File: src/rtl/program_loader.sv
// program_loader: boot-time writer for the nRisc instruction memory.
// Takes a framed byte stream (MAGIC, length, payload, XOR checksum).
// Writes the payload from BASE_ADDR upward through the memory write port.
// Holds the processor in reset until a frame has loaded and verified.
module program_loader #(
  parameter int                    ADDR_WIDTH = 8,
  parameter int                    DATA_WIDTH = 8,
  parameter logic [ADDR_WIDTH-1:0] BASE_ADDR  = 8'h00,
  parameter logic [DATA_WIDTH-1:0] MAGIC      = 8'hA5
) (
  input  logic                  Clock,
  input  logic                  Reset,
  input  logic                  Start,
  input  logic                  InValid,
  input  logic [DATA_WIDTH-1:0] InData,
  output logic                  InReady,
  output logic                  MemWrite,
  output logic [ADDR_WIDTH-1:0] MemAddr,
  output logic [DATA_WIDTH-1:0] MemData,
  output logic                  CpuResetN,
  output logic                  Busy,
  output logic                  Done,
  output logic                  Error
);

  typedef enum logic [2:0] {
    IDLE,
    HDR,
    LEN,
    LOAD,
    CHK,
    DONE,
    ERROR
  } stateT;

  stateT                 state;
  stateT                 nextState;
  logic [DATA_WIDTH-1:0] lenReg;     // payload length, 0 encodes 2^DATA_WIDTH
  logic [DATA_WIDTH-1:0] count;      // payload bytes written so far
  logic [DATA_WIDTH-1:0] lastIndex;  // index of the final payload byte
  logic [ADDR_WIDTH-1:0] addrPtr;    // address for the next payload byte
  logic [DATA_WIDTH-1:0] checksum;   // running XOR of the payload
  logic                  accept;
  logic                  busyNext;

  // InReady is a registered copy of "state is HDR..CHK", so it agrees with state.
  assign accept = InValid && InReady;

  // The subtraction wraps, so a length of 0 makes the last index all ones.
  assign lastIndex = lenReg - DATA_WIDTH'(1);

  // Next-state logic for the frame parser.
  always_comb begin
    // NOTE: defaulting nextState before the case keeps every path assigned and prevents latch inference.
    nextState = state;
    unique case (state)
      IDLE:  if (Start) nextState = HDR;
      HDR:   if (accept && InData == MAGIC) nextState = LEN;
      LEN:   if (accept) nextState = LOAD;
      LOAD:  if (accept && count == lastIndex) nextState = CHK;
      CHK:   if (accept) nextState = (InData == checksum) ? DONE : ERROR;
      DONE:  if (Start) nextState = HDR;
      ERROR: if (Start) nextState = HDR;
      default: nextState = IDLE;
    endcase
  end

  assign busyNext = (nextState == HDR) || (nextState == LEN) ||
                    (nextState == LOAD) || (nextState == CHK);

  // State register, registered status outputs, payload counters and write port.
  always_ff @(posedge Clock or negedge Reset) begin
    if (!Reset) begin
      state     <= IDLE;
      InReady   <= 1'b0;
      Busy      <= 1'b0;
      Done      <= 1'b0;
      Error     <= 1'b0;
      CpuResetN <= 1'b0;
      MemWrite  <= 1'b0;
      MemAddr   <= '0;
      MemData   <= '0;
      lenReg    <= '0;
      count     <= '0;
      addrPtr   <= '0;
      checksum  <= '0;
    end else begin
      // NOTE: non-blocking assignments here so every register samples pre-edge values, avoiding order-dependent races.
      state     <= nextState;
      InReady   <= busyNext;
      Busy      <= busyNext;
      Done      <= (nextState == DONE);
      Error     <= (nextState == ERROR);
      CpuResetN <= (nextState == DONE);
      MemWrite  <= 1'b0;

      // Length byte: latch it and rewind the payload bookkeeping.
      if (state == LEN && accept) begin
        lenReg   <= InData;
        count    <= '0;
        addrPtr  <= BASE_ADDR;
        checksum <= '0;
      end

      // Payload byte: strobe it into memory the following cycle.
      if (state == LOAD && accept) begin
        MemWrite <= 1'b1;
        MemAddr  <= addrPtr;
        MemData  <= InData;
        addrPtr  <= addrPtr + ADDR_WIDTH'(1);
        count    <= count + DATA_WIDTH'(1);
        checksum <= checksum ^ InData;
      end
    end
  end

endmodule

File: config.mk
export PLATFORM = sky130hd
export DESIGN_NAME = program_loader
export DESIGN_NICKNAME = d
export VERILOG_FILES = /design/src/rtl/program_loader.sv
export SDC_FILE = /design/constraint.sdc
export NUM_CORES = 1
export LEC_CHECK = 0
export BUFFER_PORTS_ARGS = -buffer_cell sky130_fd_sc_hd__buf_2
export CORE_MARGIN = 5
export CORE_UTILIZATION = 50
export DETAILED_ROUTE_END_ITERATION = 10
export PLACE_DENSITY = 0.7
export RECOVER_POWER = 50
export REMOVE_ABC_BUFFERS = 1
export SLEW_MARGIN = 5
export SYNTH_ARGS = -nofsm -noshare
export SYNTH_HDL_FRONTEND = slang
export SYNTH_SLANG_ARGS = --single-unit
File: constraint.sdc
create_clock -name Clock -period 2.7 [get_ports Clock]
set_clock_uncertainty 0.1 [all_clocks]
set_input_delay 0.54 -clock Clock [delete_from_list [all_inputs] [get_ports Clock]]
set_output_delay 0.54 -clock Clock [all_outputs]
set_load 0.005 [all_outputs]
==> key figures <==
Power and ir drop
  • Share of total power in sequential cells: 42.7%
  • VDD IR max: between 0.0005 and 0.0006 V
  • P_sw: 1.40 mW
  • Leakage Power: roughly 1.5 nW
  • Combinational fraction of design power: ~41%
  • Internal: about 2.1 mW
  • Clock share of power: 16.1%
  • Switching share of power: 40.2%
  • P per Cell Area: 1110 mW/mm²

Yosys
  • Sequential area share after synthesis: 49.0%
  • Synth Register Bits: 55
  • Post-synth cell types: between 40 and 50
  • Synthesized area: between 0.002 and 0.003 mm²
  • Mean Syn Cell Area: 8.89 µm²
  • Top FF cell, synth: dfrtp_1
  • YS warnings: 0
  • Post-Synthesis Cells: 316
  • EDFF count, synth: 0
  • Ys async rst share: 100%

Place
  • Placed wire-length estimate: roughly 4.5 mm
  • Port Buffers: 33
  • Gpl congestion: 0.855
  • Placed cell area: 0.00306 mm²
  • Placed cells: around 410

GRT
  • Largest net degree at the start of global routing: 34
  • Initial antenna violation count: 0
  • Vias in the first global route: 2301
  • First-pass GRT wire length: 10.8 mm
  • Grt ovf: 0
  • GRT Util Overall: between 10% and 20%

Floorplanning
  • Core ar.: 0.00547 mm²
  • Die width: between 80 and 90 µm
  • Starting Density: a little over 50%
  • Chip height: around 85 µm
  • Core Rows: 27
  • Die area: about 0.0072 mm²
  • # IOs: 34

STA
  • RSZ-0062 raised after global routing: no
  • Fmax: 465 MHz
  • Final setup viols: 0
  • Hold slack: 0.378 ns
  • TNS Setup: 0 ns
  • Slew Viols, Final: 0
  • Slew headroom: between 10% and 20%
  • Fin crit period: 2.15 ns
  • Final Hold Fails: 0
  • Worst-Margin Slew: 1.27 ns
  • Final period util: around four fifths

Setup path
  • CP Launch Type: register
  • CP endpoint kind: register
  • CP arrival: 2.25 ns
  • Worst EP required: 2.80 ns
  • Slowest stage delay, CP: about 0.46 ns
  • Critical Path Slowest Stage Cell: dfrtp_1
  • Worst-path maximum fanout: 8
  • Crit-path cells: inv_1 > ha_1 > o21bai_1 > a211oi_1 > o21ai_1 > nand2_1 > nand3_1 > o21a_1 > xnor2_1
  • Critical path class: reg2reg

Clock tree
  • Post-cts resize count: 0
  • Clock Latency Late Sink: roughly 0.30 ns
  • Root Buffer Master: clkbuf_8
  • Clock sink count: 55
  • Clock Tree Buf Depth: 2
  • Hold buffers post-CTS: 0
  • CTS tree: built
  • Htree depth: 2
  • Post CTS Setup Buffer Count: 0
  • Clk pin slew, worst setup/hold paths: about 0.10 ns
  • TritonCTS Buffers: 5

Layout
  • Share of layout cells above drive strength 1: roughly 17%
  • Final Core Density: 57.6%
  • ANT cells: 0
  • P&R area growth vs syn: 12.2%
  • Fill count: ~510
  • Non-filler cells, final: 420
  • Final instance area: around 0.0032 mm²
  • Nets: about 360

Route
  • # DRC: 0
  • Drt wl/cell: ~14 µm
  • Initial drt markers: 96
  • Vias per inst: between 5 and 6
  • Initial DRT Pass Iterations: 4
  • Wirelength, routed: 6.05 mm
  • Vias: about 2300
  • Final ANT Viol Nets: 0

Flow run
  • Max-cap viol count: 0

Hold path
  • Hold Crit Class: in2async

Status
  • Outcome: completed
[area by class of cell]
class / count / area, µm² / area share [%]
sequential: 55 / 1380 / 43.7
clock buffer: 6 / 82.6 / 2.62
multi-input combinational: 237 / 1320 / 42.0
tap: 72 / 90.1 / 2.86
timing repair buffer: 42 / 223 / 7.06
clock inverter: 2 / 35.0 / 1.11
inverter: 6 / 22.5 / 0.714
[synthesized netlist by cell type, drive strengths merged (2+ instances only)]
library cell | count | area [µm²]
nand2 | 91 | 342
dfrtp | 55 | 1380
o21ai | 31 | 155
nor2 | 17 | 63.8
xnor2 | 16 | 140
clkbuf | 11 | 41.3
nand3 | 11 | 60.1
nor3 | 11 | 70.1
a21oi | 9 | 56.3
buf | 7 | 46.3
inv | 6 | 22.5
a22o | 5 | 43.8
mux2i | 4 | 40.0
a21o | 3 | 23.8
and2 | 3 | 18.8
ha | 3 | 37.5
nand4 | 3 | 18.8
o311ai | 3 | 26.3
o41ai | 3 | 26.3
xor2 | 3 | 26.3
and3 | 2 | 12.5
and4b | 2 | 20.0
nand2b | 2 | 12.5
or3 | 2 | 12.5
[worst paths after layout]
kind	depth (start not counted)	from	end	slack (ns)
worst max register to register	9	lenReg[0]$_DFFE_PN0P_	Busy$_DFF_PN0_	0.55
worst max-delay path	9	lenReg[0]$_DFFE_PN0P_	Busy$_DFF_PN0_	0.55
worst min-delay path	1	Reset	MemData[1]$_DFFE_PN0P_	0.38
max in group asynchronous	2	Reset	count[0]$_DFFE_PN0P_	0.71
worst min register to register	2	MemAddr[1]$_DFFE_PN0P_	MemAddr[1]$_DFFE_PN0P_	0.38
min in group Clock	2	MemAddr[1]$_DFFE_PN0P_	MemAddr[1]$_DFFE_PN0P_	0.38
[worst max-delay path: cells and delay by family, from the launching register on]
family / cells / cell delay [ns]
compound gates: 4 / 0.78
flops: 1 / 0.46
fa+ha+maj: 1 / 0.31
simple gates: 2 / 0.18
xor+xnor: 1 / 0.14
buf+inv: 1 / 0.09
[cell usage in the layout (no fill, tap or decap), types with 2 or more instances in the layout]
cell type | netlist | final
clkbuf_1 | 11 | 4
and4b_1 | 2 | 2
a22o_1 | 5 | 5
buf_4 | 2 | 7
nor2_1 | 17 | 17
dfrtp_1 | 55 | 55
mux2i_1 | 4 | 4
a21o_1 | 2 | 2
o21ai_1 | 11 | 11
nand2_1 | 91 | 91
clkbuf_8 | 0 | 6
nand3_1 | 10 | 10
ha_1 | 3 | 3
o311ai_1 | 3 | 3
nand4_1 | 3 | 3
inv_1 | 4 | 4
buf_2 | 4 | 30
inv_2 | 2 | 2
and2_1 | 3 | 3
a21oi_1 | 8 | 8
and3_1 | 2 | 2
nor3_1 | 8 | 8
o41ai_1 | 3 | 3
xnor2_1 | 16 | 16
o21ai_0 | 20 | 20
nand2b_1 | 2 | 2
xor2_1 | 3 | 3
nor3_2 | 3 | 3
or3_1 | 2 | 2
[sequential cells by signal, summed over array words and instances, names as in the netlist]
name,count
Busy,1
checksum,8
count,8
Error,1
MemAddr,8
Done,1
state,3
lenReg,8
MemWrite,1
MemData,8
addrPtr,8
[routing by layer]
metal | routed length (µm) | track usage [%] | up-vias | part of all wire (%)
li1 | - | - | 1138 | -
met1 | 2910 | 25.0 | 1101 | 48
met2 | 2890 | 29.8 | 44 | 48
met3 | 212 | 2.91 | 4 | 3.5
met4 | 41 | 4.46 | 0 | 0.68
met5 | 0 | 0 | - | 0
[per-stage QoR]
stage / power (mW) / worst slack (ns)
after floorplan: 2.44 / 0.607
after global placement: 2.92 / 0.577
after detailed placement: 2.96 / 0.550
after CTS: 3.53 / 0.546
after global routing: 3.80 / 0.332
final: 3.49 / 0.550
[power groups by stage]
| stage | sequential [mW] | combinational, mW | clock (mW) |
|---|---|---|---|
| floorplan | 1.45 | 0.995 | 0 |
| global placement | 1.49 | 1.43 | 0 |
| detailed placement | 1.50 | 1.46 | 0 |
| CTS | 1.49 | 1.47 | 0.570 |
| global route | 1.55 | 1.64 | 0.610 |
| finish | 1.49 | 1.44 | 0.561 |
[logic make-up after synthesis]
kind of cell               Yosys count  synth area share (%)
and+or+nand+nor                    148                  23.7
DFF                                 55                  49.0
AOI/OAI and AO/OA                   63                  14.7
muxes                                4                  1.42
xor gates and xnor gates            19                  5.92
adders and majority gates            3                  1.34
buffers and inverters               24                  3.92
(Power assumes the default switching activity.)
